<file path="src/rtl/image_sdram_writer_if.sv">
// SDRAM write-port bundle for image_sdram_writer.
// master drives req/addr/data and receives the ack pulse; slave is the controller side.
interface image_sdram_writer_if #(
  parameter int ADDR_W = 25
);
  logic              sdram_wr_req;
  logic [ADDR_W-1:0] sdram_addr;
  logic [15:0]       sdram_data;
  logic              sdram_wr_ack;

  modport master (
    output sdram_wr_req,
    output sdram_addr,
    output sdram_data,
    input  sdram_wr_ack
  );

  modport slave (
    input  sdram_wr_req,
    input  sdram_addr,
    input  sdram_data,
    output sdram_wr_ack
  );
endinterface

</file>
<file path="src/rtl/image_sdram_writer.sv">
// Buffers ioctl download words in a small FIFO and commits them to SDRAM one at a time.
// Ports: clk, reset_n, ioctl_* download side, sdram (master bundle), status outputs.
// Macro IMAGE_WRITER_CHECKSUM_EN enables the 16-bit additive checksum; otherwise it is tied to 0.
module image_sdram_writer #(
  parameter int FIFO_DEPTH = 4,
  parameter int ADDR_W     = 25
) (
  input  logic                        clk,
  input  logic                        reset_n,
  input  logic                        ioctl_wr,
  input  logic [15:0]                 ioctl_dout,
  input  logic                        image_download,
  input  logic [25:0]                 base_addr,
  output logic                        ioctl_wait,
  image_sdram_writer_if.master        sdram,
  output logic                        download_done,
  output logic                        overflow,
  output logic [23:0]                 words_written,
  output logic [15:0]                 checksum
);

  localparam int PTR_W = $clog2(FIFO_DEPTH);
  localparam int ENT_W = ADDR_W + 16;
  localparam logic [PTR_W:0] FULL_CNT = (PTR_W+1)'(FIFO_DEPTH);
  localparam logic [PTR_W:0] WAIT_CNT = (PTR_W+1)'(FIFO_DEPTH - 1);

  localparam logic [1:0] S_IDLE     = 2'd0;
  localparam logic [1:0] S_ISSUE    = 2'd1;
  localparam logic [1:0] S_WAIT_ACK = 2'd2;

  logic [ENT_W-1:0]  mem [FIFO_DEPTH];
  logic [PTR_W:0]    wr_ptr;
  logic [PTR_W:0]    rd_ptr;
  logic [PTR_W:0]    count;
  logic [1:0]        state;
  logic [ADDR_W-1:0] byte_addr;
  logic [ENT_W-1:0]  head;
  logic              full;
  logic              empty;
  logic              attempt;
  logic              push;
  logic              drop;
  logic              pop;
  logic              dl_q;
  logic              rise;
  logic              fall;
  logic              armed;
  logic              pending;

  // Extra pointer bit makes full (MSBs differ) distinct from empty.
  assign count      = wr_ptr - rd_ptr;
  assign full       = (count == FULL_CNT);
  assign empty      = (wr_ptr == rd_ptr);
  assign ioctl_wait = (count >= WAIT_CNT);

  assign byte_addr = ADDR_W'({base_addr, 1'b0});
  assign attempt   = ioctl_wr & image_download;
  assign push      = attempt & ~full;
  assign drop      = attempt & full;
  assign pop       = (state == S_WAIT_ACK) & sdram.sdram_wr_ack;
  assign head      = mem[rd_ptr[PTR_W-1:0]];

  assign rise = image_download & ~dl_q;
  assign fall = ~image_download & dl_q;

  always_ff @(posedge clk) begin
    if (push)
      mem[wr_ptr[PTR_W-1:0]] <= {byte_addr, ioctl_dout};
  end

  always_ff @(posedge clk or negedge reset_n) begin
    if (!reset_n) begin
      wr_ptr <= '0;
    end else if (push) begin
      wr_ptr <= wr_ptr + 1'b1;
    end
  end

  always_ff @(posedge clk or negedge reset_n) begin
    if (!reset_n) begin
      state              <= S_IDLE;
      rd_ptr             <= '0;
      sdram.sdram_wr_req <= 1'b0;
      sdram.sdram_addr   <= '0;
      sdram.sdram_data   <= '0;
    end else begin
      unique case (state)
        S_IDLE: begin
          if (!empty)
            state <= S_ISSUE;
        end
        S_ISSUE: begin
          sdram.sdram_addr   <= head[ENT_W-1:16];
          sdram.sdram_data   <= head[15:0];
          sdram.sdram_wr_req <= 1'b1;
          state              <= S_WAIT_ACK;
        end
        S_WAIT_ACK: begin
          if (sdram.sdram_wr_ack) begin
            sdram.sdram_wr_req <= 1'b0;
            rd_ptr             <= rd_ptr + 1'b1;
            state              <= S_IDLE;
          end
        end
        default: begin
          sdram.sdram_wr_req <= 1'b0;
          state              <= S_IDLE;
        end
      endcase
    end
  end

  always_ff @(posedge clk or negedge reset_n) begin
    if (!reset_n) begin
      words_written <= '0;
      overflow      <= 1'b0;
    end else if (rise) begin
      words_written <= '0;
      overflow      <= drop;
    end else begin
      if (pop && words_written != 24'hFFFFFF)
        words_written <= words_written + 24'd1;
      if (drop)
        overflow <= 1'b1;
    end
  end

  // pending latches the end of download; done fires once the writer has drained.
  always_ff @(posedge clk or negedge reset_n) begin
    if (!reset_n) begin
      dl_q          <= 1'b0;
      armed         <= 1'b0;
      pending       <= 1'b0;
      download_done <= 1'b0;
    end else begin
      dl_q <= image_download;
      if (rise) begin
        armed         <= 1'b1;
        pending       <= 1'b0;
        download_done <= 1'b0;
      end else if (pending && empty && state == S_IDLE) begin
        armed         <= 1'b0;
        pending       <= 1'b0;
        download_done <= 1'b1;
      end else begin
        download_done <= 1'b0;
        if (fall && armed)
          pending <= 1'b1;
      end
    end
  end

`ifdef IMAGE_WRITER_CHECKSUM_EN
  always_ff @(posedge clk or negedge reset_n) begin
    if (!reset_n)
      checksum <= '0;
    else if (rise)
      checksum <= push ? ioctl_dout : 16'h0000;
    else if (push)
      checksum <= checksum + ioctl_dout;
  end
`else
  assign checksum = 16'h0000;
`endif

endmodule

</file>
<file path="src/flat_wrapper.sv">
// flat-port wrapper written by rule: the top's interface ports become plain ports
module image_sdram_writer_flat 
#(
  parameter int FIFO_DEPTH = 4,
  parameter int ADDR_W     = 25
)
  (clk, reset_n, ioctl_wr, ioctl_dout, image_download, base_addr, ioctl_wait, download_done, overflow, words_written, checksum, sdram_sdram_wr_req, sdram_sdram_addr, sdram_sdram_data, sdram_sdram_wr_ack);
  image_sdram_writer_if #(.ADDR_W(ADDR_W)) sdram_i ();
  input  logic clk;
  input  logic reset_n;
  input  logic ioctl_wr;
  input  logic [15:0] ioctl_dout;
  input  logic image_download;
  input  logic [25:0] base_addr;
  output logic ioctl_wait;
  output logic download_done;
  output logic overflow;
  output logic [23:0] words_written;
  output logic [15:0] checksum;
  output wire logic [$bits(sdram_i.sdram_wr_req)-1:0] sdram_sdram_wr_req;
  output wire logic [$bits(sdram_i.sdram_addr)-1:0] sdram_sdram_addr;
  output wire logic [$bits(sdram_i.sdram_data)-1:0] sdram_sdram_data;
  input wire logic [$bits(sdram_i.sdram_wr_ack)-1:0] sdram_sdram_wr_ack;
  assign sdram_sdram_wr_req = sdram_i.sdram_wr_req;
  assign sdram_sdram_addr = sdram_i.sdram_addr;
  assign sdram_sdram_data = sdram_i.sdram_data;
  assign sdram_i.sdram_wr_ack = sdram_sdram_wr_ack;
  image_sdram_writer #(.FIFO_DEPTH(FIFO_DEPTH), .ADDR_W(ADDR_W)) u_core (.clk(clk), .reset_n(reset_n), .ioctl_wr(ioctl_wr), .ioctl_dout(ioctl_dout), .image_download(image_download), .base_addr(base_addr), .ioctl_wait(ioctl_wait), .sdram(sdram_i), .download_done(download_done), .overflow(overflow), .words_written(words_written), .checksum(checksum));
endmodule
</file>
<file path="config.mk">
export PLATFORM = sky130hd
export DESIGN_NAME = image_sdram_writer_flat
export DESIGN_NICKNAME = d
export VERILOG_FILES = /design/src/rtl/image_sdram_writer_if.sv /design/src/rtl/image_sdram_writer.sv /design/src/flat_wrapper.sv
export SDC_FILE = /design/constraint.sdc
export NUM_CORES = 1
export LEC_CHECK = 0
export BUFFER_PORTS_ARGS = -buffer_cell sky130_fd_sc_hd__buf_2
export CAP_MARGIN = 20
export CORE_MARGIN = 2
export CORE_UTILIZATION = 30
export DETAILED_ROUTE_END_ITERATION = 10
export HOLD_SLACK_MARGIN = 0.12
export PLACE_DENSITY = 0.54
export REMOVE_ABC_BUFFERS = 1
export SLEW_MARGIN = 20
export SYNTH_ARGS = -nofsm -noshare
export SYNTH_HDL_FRONTEND = slang
export SYNTH_SLANG_ARGS = --single-unit
</file>
<file path="constraint.sdc">
create_clock -name clk -period 5.9 [get_ports clk]
set_clock_uncertainty 0.1 [all_clocks]
set_input_delay 0.295 -clock clk [delete_from_list [all_inputs] [get_ports clk]]
set_output_delay 0.295 -clock clk [all_outputs]
set_load 0.02 [all_outputs]
</file>
== Yosys cells after proc, flatten, opt, wreduce, memory -nomap -nowiden ==
Memories as Yosys holds them, arrays and structs flattened. A register that Yosys moved wholly into a read port is not among the register bits.
Index checks and enable logic that the tools add are counted.

* Output and inout bits: 85
* Bits in registers: 63
* Bits of input ports: 47
* Memories kept: 1
* RAM bits: 160

{| class="wikitable"
|+ Memories
! name !! words !! width !! read ports !! clocked after Yosys merged registers in !! wr ports !! RTL line !! text
|-
| u_core.mem || 4 || 40 || 1 || 1 || 1 || image_sdram_writer.sv:31 || <nowiki>logic [ENT_W-1:0] mem [FIFO_DEPTH];</nowiki>
|}

* Magnitude comparators: 1
* Reductions and logical operators: 13
* Bitwise gates (word level): 10
* Equal/unequal tests: 7
* Add/sub/neg operators: 4
* Mux-type cells: 18

{| class="wikitable"
|+ Operators with widths
! kind !! number
|-
| $mux W24 || 2
|-
| $add A24 B1 Y24 const B || 1
|-
| $ne A24 B24 Y1 const B || 1
|-
| $mux W1 || 12
|-
| $add A3 B1 Y3 const B || 2
|-
| $and A1 B1 Y1 || 6
|-
| $pmux W2 S3 || 1
|-
| $reduce_and A2 Y1 || 3
|-
| $reduce_bool A2 Y1 || 3
|-
| $logic_and A1 B1 Y1 || 4
|-
| $mux W2 || 2
|-
| $ne A2 B2 Y1 const B || 2
|-
| $not A1 Y1 || 4
|-
| $eq A3 B3 Y1 || 1
|-
| $eq A3 B3 Y1 const B || 1
|-
| $ge A3 B2 Y1 const B || 1
|-
| $pmux W1 S3 || 1
|-
| $reduce_bool A3 Y1 || 1
|-
| $sub A3 B3 Y3 || 1
|-
| $eq A2 B1 Y1 const B || 1
|-
| $eq A2 B2 Y1 const B || 1
|-
| $logic_not A2 Y1 || 1
|-
| $logic_not A1 Y1 || 1
|}

== Depth between registers and ports, before layout ==
Gate-level depths: netlist (run 1).

* Word-level depth: 6
* Depth in mapped cells: 8
* Mapped depth without buffers: 8

== Least setup slack after synthesis (run 1) ==
Ideal clock, no wire load.

* Path type: reg-to-reg
* Start: register u_core.rd_ptr[1]
* End: memory u_core.mem[3][0] (netlist bit) (enable)
* Path slack: 2464 ps
* Arrival: 2933 ps
* Buffers on the path: 2
* Data required time: 5397 ps
* Clock period less this slack: 3436 ps
* Cell stages (with the launch flop): 8
* Cells stage by stage: dfrtp_1 > clkbuf_1 > buf_1 > inv_1 > fa_1 > xnor2_1 > o311a_1 > and2_1

* Longest elaborated chain between the ends: 6

{| class="wikitable"
|+ RTL lines
! item !! RTL line !! text
|-
| from (decl) || image_sdram_writer.sv:33 || <nowiki>logic [PTR_W:0] rd_ptr;</nowiki>
|-
| from (signal assigned) || image_sdram_writer.sv:101 || <nowiki>rd_ptr <= rd_ptr + 1'b1;</nowiki>
|-
| $sub A3 B3 Y3 || image_sdram_writer.sv:51 || <nowiki>assign count = wr_ptr - rd_ptr;</nowiki>
|-
| $eq A3 B3 Y1 || image_sdram_writer.sv:52 || <nowiki>assign full = (count == FULL_CNT);</nowiki>
|-
| $not A1 Y1 || image_sdram_writer.sv:58 || <nowiki>assign push = attempt & ~full;</nowiki>
|-
| $and A1 B1 Y1 || image_sdram_writer.sv:58 ||
|-
| $mux W1 || image_sdram_writer.sv:67 || <nowiki>if (push)</nowiki>
|-
| $mux W1 (not written as such) || image_sdram_writer.sv:68 || <nowiki>mem[wr_ptr[PTR_W-1:0]] <= {byte_addr, ioctl_dout};</nowiki>
|-
| to (decl) || image_sdram_writer.sv:31 ||
|}

No other way between the ends.

== Worst setup path in the final report (run 1) ==
* Start: register u_core.rd_ptr[1]
* End: memory u_core.mem[3][33] (netlist bit) (enable)

The elaborated chain is that of the path after synthesis.

==> results of run 1 <==
Yosys cell counts, drive strengths merged (7+ instances only):
| cell type | count | area (sq um) |
|---|---|---|
| edfxtp | 160 | 4805 |
| dfrtp | 78 | 1952 |
| mux2 | 41 | 461.7 |
| mux4 | 40 | 900.9 |
| buf | 27 | 167.7 |
| nand2 | 22 | 82.58 |
| a21oi | 15 | 75.07 |
| nor2 | 15 | 56.30 |
| o21ai | 13 | 68.82 |
| nand3 | 11 | 67.57 |
| clkbuf | 10 | 37.54 |
| xnor2 | 10 | 87.58 |
| ha | 8 | 100.1 |
| inv | 8 | 30.03 |
| nand4 | 8 | 50.05 |
| or4 | 7 | 52.55 |
metal layers:
metal	routed length (microns)	GRT usage (%)
met1	8395	15.50
met2	9249	19.69
met4	217	2.244
met5	0	0
met3	1502	3.366
final cells by class:
class / instances / area, sq um
inverter: 8 / 30.03
tap: 396 / 495.5
multi-input combinational: 262 / 2500
clock inverter: 16 / 185.2
fill: 2859 / 19010
clock buffer: 31 / 700.7
timing repair buffer: 164 / 1064
sequential: 238 / 6761
per-stage QoR:
stage	hold slack, ns	cells	total power (W)	setup slack (ns)
2_1_floorplan	-0.1006	508	0.003386	1.386
3_3_place_gp	0.1553	1024	0.003871	2.161
3_5_place_dp	0.1614	1024	0.003915	2.024
4_1_cts	0.1606	1115	0.005616	2.017
5_1_grt	0.1675	1115	0.005817	1.903
6_report	0.1554	1115	0.005508	2.158
logic make-up after synthesis:
logic type	count (synthesis)	synth area share [%]
DFF	238	71.75
and+or+nand+nor	93	5.434
muxes	82	14.58
AOI/OAI and AO/OA	50	3.402
buffers and inverters	45	2.498
xor gates and xnor gates	11	1.023
adders and majority gates	9	1.276
other	1	0.03982
worst max-delay path: stages (launching register included):
cell and delay, ns:
dfrtp_2 0.34, buf_4 0.54, inv_1 0.20, fa_1 0.47
xnor2_1 0.28, o311a_1 0.32, and2_2 0.83, buf_4 0.35
power breakdown:
| part | internal [W] | total [W] | switching, W |
|---|---|---|---|
| clock network | 0.00102 | 0.00166 | 0.000636 |
| logic | 0.000708 | 0.00157 | 0.000867 |
| registers | 0.00214 | 0.00228 | 0.000137 |
sequential cells by signal (all words and copies together) (netlist names):
register	count
u_core.wr_ptr	3
u_core.overflow	1
u_core.rd_ptr	3
u_core.dl_q	1
u_core.sdram.sdram_wr_req	1
u_core.download_done	1
u_core.pending	1
u_core.state	2
u_core.words_written	24
u_core.sdram.sdram_data	16
u_core.sdram.sdram_addr	24
u_core.mem	160
u_core.armed	1
worst min-delay path by stage:
stage / from / end / slack [ns] / cells past startpoint
after global routing: reset_n / u_core.sdram.sdram_addr[12]$_DFFE_PN0P_ / 0.17 / 2
after floorplan: reset_n / u_core.armed$_DFFE_PN0N_ / -0.10 / 0
final: reset_n / u_core.sdram.sdram_addr[16]$_DFFE_PN0P_ / 0.16 / 2
after global placement: reset_n / u_core.sdram.sdram_addr[16]$_DFFE_PN0P_ / 0.16 / 1
after detailed placement: reset_n / u_core.sdram.sdram_addr[16]$_DFFE_PN0P_ / 0.16 / 1
after CTS: reset_n / u_core.sdram.sdram_addr[16]$_DFFE_PN0P_ / 0.16 / 2
==> run metrics, run 1 <==
run status completed; post-layout instance area 11740 sq um; Critical Path AT 3.85 ns; IR drop worst, VDD 0.2591 mV; first-pass GRT wire length 30.58 mm; Leak 4.362 nW; synth unique cells 52; reg2reg setup slack 2.16 ns; final wirelength 19.37 mm; Crit Path Class reg -> reg; final setup violation count 0; syn avg cell area 17.80 sq um; number of remaining DRC errors 0; post-synthesis register bit count 238; Reg2Reg Depth 7; final net count 756; die width 181.2 microns; Pins Over Slew Limit 0; total CTS buffers 26; Post-CTS Hold Fix Bufs 44; max-capacitance violation count 0; Total Routing Usage GR 11.82%; CP Max Fanout 42; final hold vios 0; Die Area 32820 sq um; setup TNS 0 ns; Sink Count 238; number of diodes 0; DP HPWL 11.91 mm; actual slew at the worst max-slew pin 0.9541 ns; vias in the first global route 5406; Gate Count Post-Synth 529; Power Dens Cells 469.3 nW/um^2; Area growth syn-to-layout 24.64%; most common cell after layout, fill and taps aside edfxtp_1; Clock Path Buffers 3; Die Y 181.2 microns; commonest cells after routing, fill and taps aside 160 x edfxtp_1, 111 x buf_2, 76 x dfrtp_1; Initial Utilization 30.62%; number of synthesized flops with an enable pin 160; area of the mapped netlist 9417 sq um; Rows 64; clk_lat worst skew 0.52 ns; Post-CTS Setup Bufs 0; Crit. End Element register; fin util 38.17%; H-tree level count 1; Crit. Startpoint u_core.rd_ptr[1]$_DFFE_PN0P_; PortBufs 112; final worst path period share 63.43%; DR iter-0 viols 359; CTS clock-pin slew for the worst setup and hold paths 0.06 ns; placed inst area 10410 sq um; first-pass detailed-route iteration total 4; initial antenna violation count 0; RR Endpoint u_core.mem[3][33]$_DFFE_PP_; vias post-DR 5287; Main synth FF type edfxtp_1; Critical Path End u_core.mem[3][33]$_DFFE_PP_; Core Region 30750 sq um; ys async rst share 32.77%; GR Overflow Total 0; Vias per Instance 4.742; Resized cells post-CTS 0; required time of the critical path 6.01 ns; minimum clock period 3.742 ns; IO Pins 132; RSZ-0062 raised after global routing no; Avg WL per Cell 17.37 microns; Clk Tree Root Cell clkbuf_16; Slew HR 36.10%; Final GP Congestion 0.8383; warnings from Yosys 0; FMAX 267.2 MHz; crit start category register; Min-Delay Path Class in -> async; Seq/Total Area, Yosys 71.75%; largest net degree at the start of global routing 55; Antenna Nets Post-Route 0; reg2reg start u_core.rd_ptr[1]$_DFFE_PN0P_; share of layout cells above drive strength 1 35.47%; CTS tree done
No activity file was read; power rests on OpenSTA's default activity.
==> inputs of run 2 (changes only) <==
==> constraint.sdc (replaced) <==
create_clock -name clk -period 3.64 [get_ports clk]
set_clock_uncertainty 0.1 [all_clocks]
set_input_delay 0.182 -clock clk [delete_from_list [all_inputs] [get_ports clk]]
set_output_delay 0.182 -clock clk [all_outputs]
set_load 0.02 [all_outputs]
==> run 2 against run 1 <==
Compared with the run above: sequential share of layout area fell by 0.35 points; highest routed layer unchanged; sequential power up 63%; final area grew 0.61%; total power up 64%; largest cell class unchanged; die area did not move; worst setup slack worse by 1.4 ns; clock power up 65%; first-iteration DRC count down 13%; combinational power rose by 64%; sequential cell count did not move; core utilization grew 0.23 points.
==> run metrics, run 2 (synthesis gave the netlist of run 1 again) <==
run status completed; Placed Cells 1024; minimum clock period 2.879 ns; DR iter-0 viols 313; H-tree level count 1; number of diodes 0; wl on met1 8.528 mm; crit start category register; Slew HR 33.09%; Avg WL per Cell 17.85 microns; share of layout cells above drive strength 1 35.32%; FMAX 347.4 MHz; final worst path period share 79.08%; Antenna Nets Post-Route 0; met2 WL post-DR 9.804 mm; final setup violation count 0; final hold vios 0; post-layout instance area 11810 sq um; DP HPWL 11.87 mm; initial antenna violation count 0; CP Max Fanout 29; Core Region 30750 sq um; first-pass GRT wire length 31.15 mm; number of remaining DRC errors 0; Total Power 0.009015 W; Post-CTS Setup Bufs 0; first-pass detailed-route iteration total 4; required time of the critical path 3.76 ns; IO Pins 132; fin cells 1118; final worst setup slack 0.7614 ns; Final GP Congestion 0.8381; Initial Utilization 30.62%; Sink Count 238; Crit Path Class reg -> reg; Power Dens Cells 763.5 nW/um^2; actual slew at the worst max-slew pin 0.9992 ns; Rows 64; max reg flops 160; largest net degree at the start of global routing 65; Total Routing Usage GR 12.10%; Clk Tree Root Cell clkbuf_16; RSZ-0062 raised after global routing no; vias post-DR 5291; final wirelength 19.95 mm; WL met3 1.225 mm; clk_lat worst skew 0.53 ns; IR drop worst, VDD 0.4857 mV; Leak 4.380 nW; die width 181.2 microns; total CTS buffers 27; CTS clock-pin slew for the worst setup and hold paths 0.06 ns; FILL cells 2879; Critical Path AT 3.00 ns; final net count 757; GR Overflow Total 0; most common cell after layout, fill and taps aside edfxtp_1; CTS tree done; Fin Hold WS 0.2442 ns; Clock Path Buffers 3; commonest cells after routing, fill and taps aside 160 x edfxtp_1, 111 x buf_2, 76 x dfrtp_1; Die Area 32820 sq um; Area growth syn-to-layout 25.39%; Crit. End Element register; max-capacitance violation count 0; Die Y 181.2 microns; vias in the first global route 5546; highest metal used met4; placed inst area 10460 sq um; PortBufs 112; Vias per Instance 4.733; Min-Delay Path Class in -> async; Pins Over Slew Limit 0; Placement Setup Slack 0.7448 ns
## run 2: worst max-delay path: stages (launching register included)
cell     delay (ns)
dfrtp_1        0.40
inv_1          0.16
ha_1           0.17
inv_1          0.05
fa_1           0.37
xnor2_1        0.25
o311a_1        0.32
and2_2         0.45
buf_12         0.27
## run 2: routing by layer
layer / GRT usage (%) / vias to the layer above
met1: 15.64 / 2709
met5: 0 / -
met3: 2.862 / 28
met2: 20.67 / 167
li1: - / 2387
met4: 2.732 / 0
## run 2: layout make-up
cell class / instances / area (sq um) / area share (%)
inverters: 8 / 30.03 / 0.2543
flip-flops and latches: 238 / 6761 / 57.26
well taps: 396 / 495.5 / 4.196
repair buffers: 164 / 1114 / 9.431
multi-input cells: 262 / 2500 / 21.17
clock inverters: 16 / 205.2 / 1.738
clock buffers: 34 / 701.9 / 5.945
## run 2: path summary, 6_finish.rpt
path / startpoint / to / slack [ns] / depth (start not counted)
worst max-delay path: u_core.wr_ptr[0]$_DFFE_PN0P_ / u_core.mem[3][24]$_DFFE_PP_ / 0.76 / 8
worst min-delay path: reset_n / u_core.words_written[10]$_DFFE_PN0P_ / 0.24 / 2
worst max register to register: u_core.wr_ptr[0]$_DFFE_PN0P_ / u_core.mem[3][24]$_DFFE_PP_ / 0.76 / 8
worst min register to register: u_core.armed$_DFFE_PN0N_ / u_core.armed$_DFFE_PN0N_ / 0.39 / 1
max in group asynchronous: reset_n / u_core.download_done$_DFF_PN0_ / 2.36 / 3
min in group clk: ioctl_dout[9] / u_core.mem[0][9]$_DFFE_PP_ / 0.29 / 2
## run 2: repair_timing
item | CTS | global route
hold buffers | 44 | 0
gates resized for setup | 0 | 0
endpoints found under the hold margin | 232 | 0
endpoints found under the setup margin | 0 | 0
## run 2: report_power, final
part | switching (W) | leakage [nW] | internal [W]
Combinational | 0.00140 | 1.52 | 0.00117
Sequential | 0.000237 | 2.42 | 0.00347
Clock | 0.00108 | 0.437 | 0.00166
## run 2: stage by stage
stage | utilization [%] | TNS [ns]
detailed placement | 34.02 | 0
global route | 38.40 | 0
finish | 38.40 | 0
floorplan | - | -136.80
CTS | 38.40 | 0
global placement | 34.02 | 0
